<file path="src/rtl/i2c_target_pkg.sv">
// i2c_target_pkg: state encoding, default address and ACK/NACK levels shared by the I2C target and master
package i2c_target_pkg;
  localparam logic [6:0] DEFAULT_ADDR = 7'h58;
  localparam logic ACK = 1'b0;
  localparam logic NACK = 1'b1;
  typedef enum logic [3:0] {
    IDLE, ADDR, ADDR_ACK, PTR, PTR_ACK, WDATA, WDATA_ACK, RDATA, RDATA_MACK
  } state_t;
  function automatic logic [7:0] addr_byte(input logic [6:0] a, input logic rw);
    return {a, rw};
  endfunction
endpackage

</file>
<file path="src/rtl/i2c_target_line_sync.sv">
// i2c_target_line_sync: SCL/SDA synchronizer with SCL edge and START/STOP detection
// Ports: clk, rst_n (async active-low); scl_i/sda_i raw bus lines; sda_o synced SDA level;
//        scl_rise_o/scl_fall_o SCL edges; start_o/stop_o bus conditions (all single-cycle)
module i2c_target_line_sync #(
  parameter int SYNC_STAGES = 2
) (
  input  logic clk,
  input  logic rst_n,
  input  logic scl_i,
  input  logic sda_i,
  output logic sda_o,
  output logic scl_rise_o,
  output logic scl_fall_o,
  output logic start_o,
  output logic stop_o
);
  logic [SYNC_STAGES-1:0] scl_sync_q, sda_sync_q;
  logic scl_prev_q, sda_prev_q, scl;
  // Idle bus is high, so reset to 1 to avoid a spurious edge when reset lifts
  always_ff @(posedge clk or negedge rst_n) begin
    if (!rst_n) begin
      scl_sync_q <= '1;
      sda_sync_q <= '1;
      scl_prev_q <= 1'b1;
      sda_prev_q <= 1'b1;
    end else begin
      scl_sync_q <= {scl_sync_q[SYNC_STAGES-2:0], scl_i};
      sda_sync_q <= {sda_sync_q[SYNC_STAGES-2:0], sda_i};
      scl_prev_q <= scl;
      sda_prev_q <= sda_o;
    end
  end
  assign scl = scl_sync_q[SYNC_STAGES-1];
  assign sda_o = sda_sync_q[SYNC_STAGES-1];
  assign scl_rise_o = scl & ~scl_prev_q;
  assign scl_fall_o = ~scl & scl_prev_q;
  // SCL must be high on both samples so an SDA edge coinciding with an SCL edge is not a condition
  assign start_o = scl & scl_prev_q & sda_prev_q & ~sda_o;
  assign stop_o = scl & scl_prev_q & ~sda_prev_q & sda_o;
endmodule

</file>
<file path="src/rtl/i2c_target.sv">
// i2c_target: I2C target with pointer-based byte register port, open-drain SDA enable
// Ports: clk, rst_n (async active-low); scl_i/sda_i bus inputs; sda_oe_o pull SDA low;
//        wr_valid_o/wr_addr_o/wr_data_o write strobe; rd_addr_o/rd_data_i combinational read; busy_o
module i2c_target
  import i2c_target_pkg::*;
#(
  parameter logic [6:0] TARGET_ADDR = DEFAULT_ADDR,
  parameter int SYNC_STAGES = 2,
  parameter int PTR_W = 8
) (
  input  logic             clk,
  input  logic             rst_n,
  input  logic             scl_i,
  input  logic             sda_i,
  output logic             sda_oe_o,
  output logic             wr_valid_o,
  output logic [PTR_W-1:0] wr_addr_o,
  output logic [7:0]       wr_data_o,
  output logic [PTR_W-1:0] rd_addr_o,
  input  logic [7:0]       rd_data_i,
  output logic             busy_o
);
  logic sda, scl_rise, scl_fall, start, stop;
  i2c_target_line_sync #(.SYNC_STAGES(SYNC_STAGES)) u_sync (
    .clk(clk), .rst_n(rst_n), .scl_i(scl_i), .sda_i(sda_i), .sda_o(sda),
    .scl_rise_o(scl_rise), .scl_fall_o(scl_fall), .start_o(start), .stop_o(stop)
  );
  state_t state_q, state_d;
  logic [3:0] cnt_q, cnt_d;
  logic [7:0] shift_q, shift_d, wr_data_q, wr_data_d;
  logic [PTR_W-1:0] ptr_q, ptr_d, wr_addr_q, wr_addr_d;
  logic sda_oe_q, sda_oe_d, busy_q, busy_d, wr_valid_q, wr_valid_d;
  logic byte_done, addr_match;
  assign byte_done = cnt_q == 4'd8;
  assign addr_match = shift_q[7:1] == TARGET_ADDR;
  always_ff @(posedge clk or negedge rst_n) begin
    if (!rst_n) begin
      state_q <= IDLE;
      cnt_q <= '0;
      shift_q <= '0;
      ptr_q <= '0;
      sda_oe_q <= 1'b0;
      busy_q <= 1'b0;
      wr_valid_q <= 1'b0;
      wr_addr_q <= '0;
      wr_data_q <= '0;
    end else begin
      state_q <= state_d;
      cnt_q <= cnt_d;
      shift_q <= shift_d;
      ptr_q <= ptr_d;
      sda_oe_q <= sda_oe_d;
      busy_q <= busy_d;
      wr_valid_q <= wr_valid_d;
      wr_addr_q <= wr_addr_d;
      wr_data_q <= wr_data_d;
    end
  end
  always_comb begin
    state_d = state_q;
    if (stop) state_d = IDLE;
    else if (start) state_d = ADDR;
    else case (state_q)
      ADDR:       state_d = scl_fall && byte_done ? (addr_match ? ADDR_ACK : IDLE) : state_q;
      // shift_q still holds the address byte here, so bit 0 is the R/W flag
      ADDR_ACK:   state_d = scl_fall ? (shift_q[0] ? RDATA : PTR) : state_q;
      PTR:        state_d = scl_fall && byte_done ? PTR_ACK : state_q;
      PTR_ACK:    state_d = scl_fall ? WDATA : state_q;
      WDATA:      state_d = scl_fall && byte_done ? WDATA_ACK : state_q;
      WDATA_ACK:  state_d = scl_fall ? WDATA : state_q;
      RDATA:      state_d = scl_fall && byte_done ? RDATA_MACK : state_q;
      RDATA_MACK: state_d = scl_rise && sda == NACK ? IDLE : scl_fall ? RDATA : state_q;
      default:    state_d = state_q;
    endcase
  end
  always_comb begin
    cnt_d = cnt_q;
    shift_d = shift_q;
    ptr_d = ptr_q;
    sda_oe_d = sda_oe_q;
    busy_d = busy_q;
    wr_valid_d = 1'b0;
    wr_addr_d = wr_addr_q;
    wr_data_d = wr_data_q;
    if (stop) begin
      sda_oe_d = 1'b0;
      busy_d = 1'b0;
    end else if (start) begin
      sda_oe_d = 1'b0;
      cnt_d = '0;
    end else case (state_q)
      ADDR, PTR, WDATA: begin
        if (scl_rise) begin
          shift_d = {shift_q[6:0], sda};
          cnt_d = cnt_q + 4'd1;
        end
        if (scl_fall && byte_done) begin
          cnt_d = '0;
          sda_oe_d = state_q != ADDR || addr_match;
          busy_d = state_q == ADDR ? addr_match : busy_q;
          if (state_q == PTR) ptr_d = PTR_W'(shift_q);
          if (state_q == WDATA) begin
            wr_valid_d = 1'b1;
            wr_addr_d = ptr_q;
            wr_data_d = shift_q;
            ptr_d = ptr_q + PTR_W'(1);
          end
        end
      end
      ADDR_ACK, PTR_ACK, WDATA_ACK: begin
        if (scl_fall) begin
          cnt_d = '0;
          sda_oe_d = state_q == ADDR_ACK && shift_q[0] ? ~rd_data_i[7] : 1'b0;
          if (state_q == ADDR_ACK && shift_q[0]) shift_d = rd_data_i;
        end
      end
      RDATA: begin
        if (scl_rise) cnt_d = cnt_q + 4'd1;
        // after the 8th bit let go of SDA so the master can ACK/NACK
        if (scl_fall) begin
          sda_oe_d = byte_done ? 1'b0 : ~shift_q[6];
          if (!byte_done) shift_d = {shift_q[6:0], 1'b0};
        end
      end
      RDATA_MACK: begin
        // pointer advances on the ACK so rd_data_i has the next byte ready by the following fall
        if (scl_rise) begin
          busy_d = sda == NACK ? 1'b0 : busy_q;
          ptr_d = sda == ACK ? ptr_q + PTR_W'(1) : ptr_q;
        end
        if (scl_fall) begin
          cnt_d = '0;
          shift_d = rd_data_i;
          sda_oe_d = ~rd_data_i[7];
        end
      end
      default: ;
    endcase
  end
  assign sda_oe_o = sda_oe_q;
  assign busy_o = busy_q;
  assign wr_valid_o = wr_valid_q;
  assign wr_addr_o = wr_addr_q;
  assign wr_data_o = wr_data_q;
  assign rd_addr_o = ptr_q;
endmodule

</file>
<file path="config.mk">
export PLATFORM = sky130hd
export DESIGN_NAME = i2c_target
export DESIGN_NICKNAME = d
export VERILOG_FILES = /design/src/rtl/i2c_target_pkg.sv /design/src/rtl/i2c_target_line_sync.sv /design/src/rtl/i2c_target.sv
export SDC_FILE = /design/constraint.sdc
export NUM_CORES = 1
export LEC_CHECK = 0
export BUFFER_PORTS_ARGS = -buffer_cell sky130_fd_sc_hd__buf_2
export CAP_MARGIN = 15
export CORE_ASPECT_RATIO = 1.25
export CORE_MARGIN = 1.5
export CORE_UTILIZATION = 61
export DETAILED_ROUTE_END_ITERATION = 16
export PLACE_DENSITY = 0.88
export SKIP_LAST_GASP = 1
export SYNTH_ARGS = -nofsm -noshare
export SYNTH_HDL_FRONTEND = slang
export SYNTH_SLANG_ARGS = --single-unit
</file>
<file path="constraint.sdc">
create_clock -name clk -period 6.3 [get_ports clk]
set_input_delay 0 -clock clk [delete_from_list [all_inputs] [get_ports clk]]
set_output_delay 0 -clock clk [all_outputs]
set_load 0.02 [all_outputs]
</file>
After elaboration in Yosys (flattened, before gate mapping)
Index checks and enable logic that the tools add are counted.
Cells by class
  eq/ne operators: 38
  multiplexer cells: 52
  bitwise logic cells: 15
  $add $sub $neg: 2
  reduce and logical (&&, ||, !) cells: 21
Operators with widths (count)
  8-bit two-way mux: 11
  4-bit two-way mux: 14
  4-bit != test, second input constant: 9
  8-bit case mux with 4 select lines: 1
  4-bit case mux with 7 select lines: 1
  1-bit two-way mux: 19
  2-bit != test, second input constant: 9
  4-bit by 3-bit equality test with 1-bit output, second input constant: 4
  8-bit case mux with 2 select lines: 1
  3-bit != test, second input constant: 4
  4-bit case mux with 3 select lines: 1
  5-bit AND reduction: 2
  9-bit AND reduction: 1
  9-bit nonzero test: 1
  8-bit by 1-bit adder with 8-bit output, second input constant: 1
  4-bit by 2-bit equality test with 1-bit output, second input constant: 2
  4-bit equality test, second input constant: 2
  4-bit by 1-bit != test with 1-bit output, second input constant: 2
  1-bit inverter: 8
  8-bit AND reduction: 1
  4-bit nonzero test: 2
  1-bit AND: 7
  7-bit equality test, second input constant: 1
  7-bit AND reduction: 1
  20 further kinds: 23
Word-level totals
  bits in registers: 49
  word-level logic and storage cells: 141
  input bits: 12
  output and inout bits: 27

Depth between registers and ports, before layout
  word-level depth: 7
  depth in mapped cells: 9
  depth with buffers taken out: 7

By module
A second synthesis with hierarchy kept.
Unflattened totals
  cells, all modules: 268
  area, all modules: 2797.7 um^2
Modules (own cells, without submodules)
  i2c_target: area an instance 2607.5 um^2, cells an instance 258, times used 1
  i2c_target_line_sync: area an instance 190.2 um^2, cells an instance 10, times used 1

Least setup slack after synthesis
OpenSTA, ideal clock, no wires.
  path kind: flip-flop to flip-flop
  from: register cnt_q[0]
  to: register wr_addr_q[4], in the netlist wr_addr_o[4]
  clock period less this slack: 2.230 ns
  path buffers: 2
  setup time: 0.125 ns
  cell stages (with the launch flop): 9
  arrival: 2.105 ns
  slack: 4.070 ns
  path through: dfrtp_1 -> inv_1 -> ha_1 -> and3b_1 -> clkbuf_1 -> nand3_1 -> nor4_4 -> buf_4 -> mux2_2
On the way
  cells in the longest elaborated chain, start to end: 3
Ends and longest elaborated chain
  start, declared: line i2c_target.sv:29  | logic [3:0] cnt_q, cnt_d;
  start signal, assigned: line i2c_target.sv:49  | cnt_q <= cnt_d;
  4-bit equality test: line i2c_target.sv:34  | assign byte_done = cnt_q == 4'd8;
  1-bit logical AND: line i2c_target.sv:97  | if (scl_fall && byte_done) begin
  5-bit AND reduction (no source line)
  end signal, assigned: line i2c_target.sv:55  | wr_addr_q <= wr_addr_d;
  end, declared: line i2c_target.sv:31  | logic [PTR_W-1:0] ptr_q, ptr_d, wr_addr_q, wr_addr_d;
Every way passes these cells.
A chain may end at the register's enable or synchronous reset.

Worst setup path after layout
  from: register state_q[3]
  to: register shift_q[5]
On the way
  cells in the longest elaborated chain, start to end: 4
  elaborated cells on any way between the ends: 20
Ends and longest elaborated chain
  start, declared: line i2c_target.sv:28  | state_t state_q, state_d;
  start signal, assigned: line i2c_target.sv:48  | state_q <= state_d;
  4-bit by 2-bit equality test with 1-bit output, or another cell as far along: line i2c_target.sv:91, i2c_target.sv:114
  3-bit OR reduction / 1-bit logical AND (equally long branches): line i2c_target.sv:91, i2c_target.sv:114
  4-bit nonzero test (no source line) / 2-bit != test (equally long branches)
  9-bit AND reduction (no source line)
  end signal, assigned: line i2c_target.sv:50  | shift_q <= shift_d;
  end, declared: line i2c_target.sv:30  | logic [7:0] shift_q, shift_d, wr_data_q, wr_data_d;
Several ways; a longest one is shown, not always the timed one.

==> summary.md <==
| Metric | Value |
|---|---|
| Placed instance area | `about 3000 um^2` |
| Setup Crit Path Kind | `reg2reg` |
| FF+latch area | `1230 um^2` |
| Status | `complete, no violations` |
| Cts hold-fix bufs | `3` |
| Die width | `63.0 um` |
| CTS resizes | `0` |
| NetSw | `between 0.6 and 0.7 mW` |
| Setup bufs post-CTS | `0` |
| Asr flop ratio synth | `1.00` |
| Max FO, Critical Path | `19` |
| IO buf count | `38` |
| Critical path required time | `6.50 ns` |
| Sequential power share | `0.378` |
| # DRC | `0` |
| Yosys reg bits | `49` |
| Clock sinks | `49` |
| Slew Viols, Final | `0` |
| Worst min path class | `in2reg` |
| Drt first-iter violations | `135` |
| Clock Latency Late Sink | `0.31 ns` |
| Die ar. | `4910 um^2` |
| Mapped cell area | `2740 um^2` |
| Total gr overflow | `0` |
| Synth Area in XOR/XNOR | `0.00639` |
| VDD IR max | `0.300 mV` |
| Clk buf depth | `2` |
| Number of global-route vias before repair | `approximately 2.1k` |
| Share of cells above drive strength 1 | `0.291` |
| Final TNS setup | `0 ns` |
| Pre-CTS WS | `3.54 ns` |
| Mux share of post-synthesis cell area | `0.125` |
| CORE AREA | `4360 um^2` |
| Leak | `1.42 nW` |
| Cell Pwr Density | `502 nW/um^2` |
| RSZ-0062 raised after global routing | `no` |
| Final std cells w/o fill | `360` |
| Slew headroom | `0.366` |
| Min Hold Slack | `0.00298 ns` |
| Fillers | `324` |
| First-pass GRT wire length | `approximately 10000 um` |
| First-pass DRT Iterations | `4` |
| GPL Wtd Cong | `roughly 0.89` |
| Diodes inserted | `0` |
| Design Power | `1.54 mW` |
| Adder-Cell Fraction of Synth Area | `0.0137` |
| Most frequent cell after synthesis | `dfrtp_1` |
| Endpoint class of the critical path | `flip-flop` |
| Chip height | `78.0 um` |
| Post-Syn Instances | `about 270` |
| Top cell type by total area after synthesis | `dfrtp_1` |
| Post-DP HPWL | `between 4000 and 5000 um` |
| Skew final | `approximately 0.014 ns` |
| Synth-to-layout area growth | `11.7%` |
| DR vias | `2197` |
| Initial antenna violation count | `0` |
| IO Count | `39` |
| Switching Fraction | `0.448` |
| Number of flops mapped to enable cells by yosys | `0` |
| Htree depth | `2` |
| Yosys warnings | `0` |
| CTS tree | `done` |
| Final setup violation count | `0` |
| Starting Density | `0.629` |
| Synth Area in Simple Gates | `0.165` |
| Total routed wirelength | `6030 um` |
| Critical Path Source Type | `flip-flop` |
| R2R setup slack | `3.65 ns` |
| Via/cell ratio | `6.10` |
| Root Buffer | `clkbuf_8` |
| Final Util | `0.703` |
| Crit share post-route | `0.420` |
| Synth top area cells | `dfrtp_1 39%, mux2_2 10%, dfstp_2 5.8%` |
| Clock-pin transition on the worst setup and hold timing paths | `around 0.090 ns` |
| Layout Nets | `316` |
| Multi-input logic area | `1380 um^2` |
| Fin area | `3060 um^2` |
| Internal power | `0.849 mW` |
| Minimum clock period | `2.65 ns` |
| Share of the synthesized area in the top cell type | `0.393` |
| DR WL/cell | `roughly 17 um` |
| Largest family of logic cells by synthesized area | `compound AO/OA/AOI/OAI gates` |
| Worst EP arrival | `2.85 ns` |
| Clock share of power | `0.126` |
| Final hold vios | `0` |
| Most used DFF post-synth | `dfrtp_1` |
| Combinational share of power | `0.496` |
| Max Cap Viol | `0` |
| Total Routing Usage GR | `0.261` |
| Dpl cells | `348` |
| Synth Area in Compound Gates | `0.192` |
| Largest net degree at the start of global routing | `50` |
| Maximum clock frequency | `0.378 GHz` |
| CTS Buf Count | `5` |
| Synth cell types | `60` |
| Row count | `27` |
| Sequential area share after synthesis | `0.450` |
| Worst Max-Slew Pin Slew | `around 0.94 ns` |
| Post-synth top cells | `43 x dfrtp_1, 29 x nand2_1, 25 x mux2_2` |
| Final ANT Viol Nets | `0` |
| Post-Syn Nets | `284` |
| Final Worst Setup Slack | `3.65 ns` |
| Syn Area/Cell | `10.2 um^2` |
## critical path: stages, from the launching register on
cell and delay [ns]:
dfrtp_1 0.67, nor4b_2 0.54, a2bb2oi_1 0.25, a2111oi_4 0.66, mux2_2 0.43
## per-layer routing
layer  GRT usage  up-vias  wire length (um)  part of all wire
li1            -     1056                 -                 -
met1       0.309     1068              2400              0.40
met2       0.450       60              3250              0.54
met3      0.0406       13               222             0.037
met4       0.147        0               150             0.025
met5           0        -                 0                 0
## layout by cell type (no fill, tap or decap), types with 7 or more instances in the layout
master / synthesis / routed
mux2_2: 25 / 25
inv_1: 8 / 8
nor2_1: 15 / 15
a21oi_1: 14 / 14
nand2_1: 29 / 29
nor2b_1: 7 / 7
o22a_1: 7 / 7
dfrtp_1: 43 / 43
buf_2: 7 / 38
o21ai_0: 7 / 7
## logic make-up (layout without fill, tap and decap cells)
logic type               count (synthesis)  after routing
AND/OR/NAND/NOR                         85             85
buffers and inverters                   28             61
XOR/XNOR                                 2              2
flip-flops                              49             49
multiplexers                            31             31
AO/OA/AOI/OAI                           71             71
adder cells (fa/ha/maj)                  3              3
## power groups by stage
stage	registers (mW)	clock network (mW)	logic (mW)
3_3_place_gp	0.577	0	0.726
5_1_grt	0.600	0.207	0.831
4_1_cts	0.578	0.197	0.760
3_5_place_dp	0.584	0	0.750
2_1_floorplan	0.563	0	0.587
6_report	0.580	0.194	0.761
## worst paths after layout
| path | from | endpoint | depth (start not counted) |
|---|---|---|---|
| setup / recovery | state_q[3] | shift_q[5] | 4 |
| hold / removal | rd_data_i[3] | shift_q[3] | 4 |
| setup reg to reg | state_q[3] | shift_q[5] | 4 |
| hold reg to reg | u_sync.sda_sync_q[0] | u_sync.sda_sync_q[1] | 0 |
| max in group asynchronous | rst_n | state_q[1] | 3 |
| min in group asynchronous | rst_n | busy_o | 3 |
## flip-flops by register name (all words and copies together), names as in the netlist
signal / cells
rd_addr_o: 8
shift_q: 8
wr_addr_o: 8
wr_data_o: 8
cnt_q: 4
state_q: 4
u_sync.scl_sync_q: 2
u_sync.sda_sync_q: 2
busy_o: 1
sda_oe_o: 1
u_sync.scl_prev_q: 1
u_sync.sda_prev_q: 1
wr_valid_o: 1
## final cells by class
| type | instances | area share |
|---|---|---|
| Multi-Input combinational cell | 192 | 0.449 |
| Sequential cell | 49 | 0.403 |
| Timing Repair Buffer | 45 | 0.0830 |
| Clock buffer | 6 | 0.0270 |
| Tap cell | 58 | 0.0237 |
| Inverter | 8 | 0.00981 |
| Clock inverter | 2 | 0.00450 |
(Power assumes the default switching activity.)
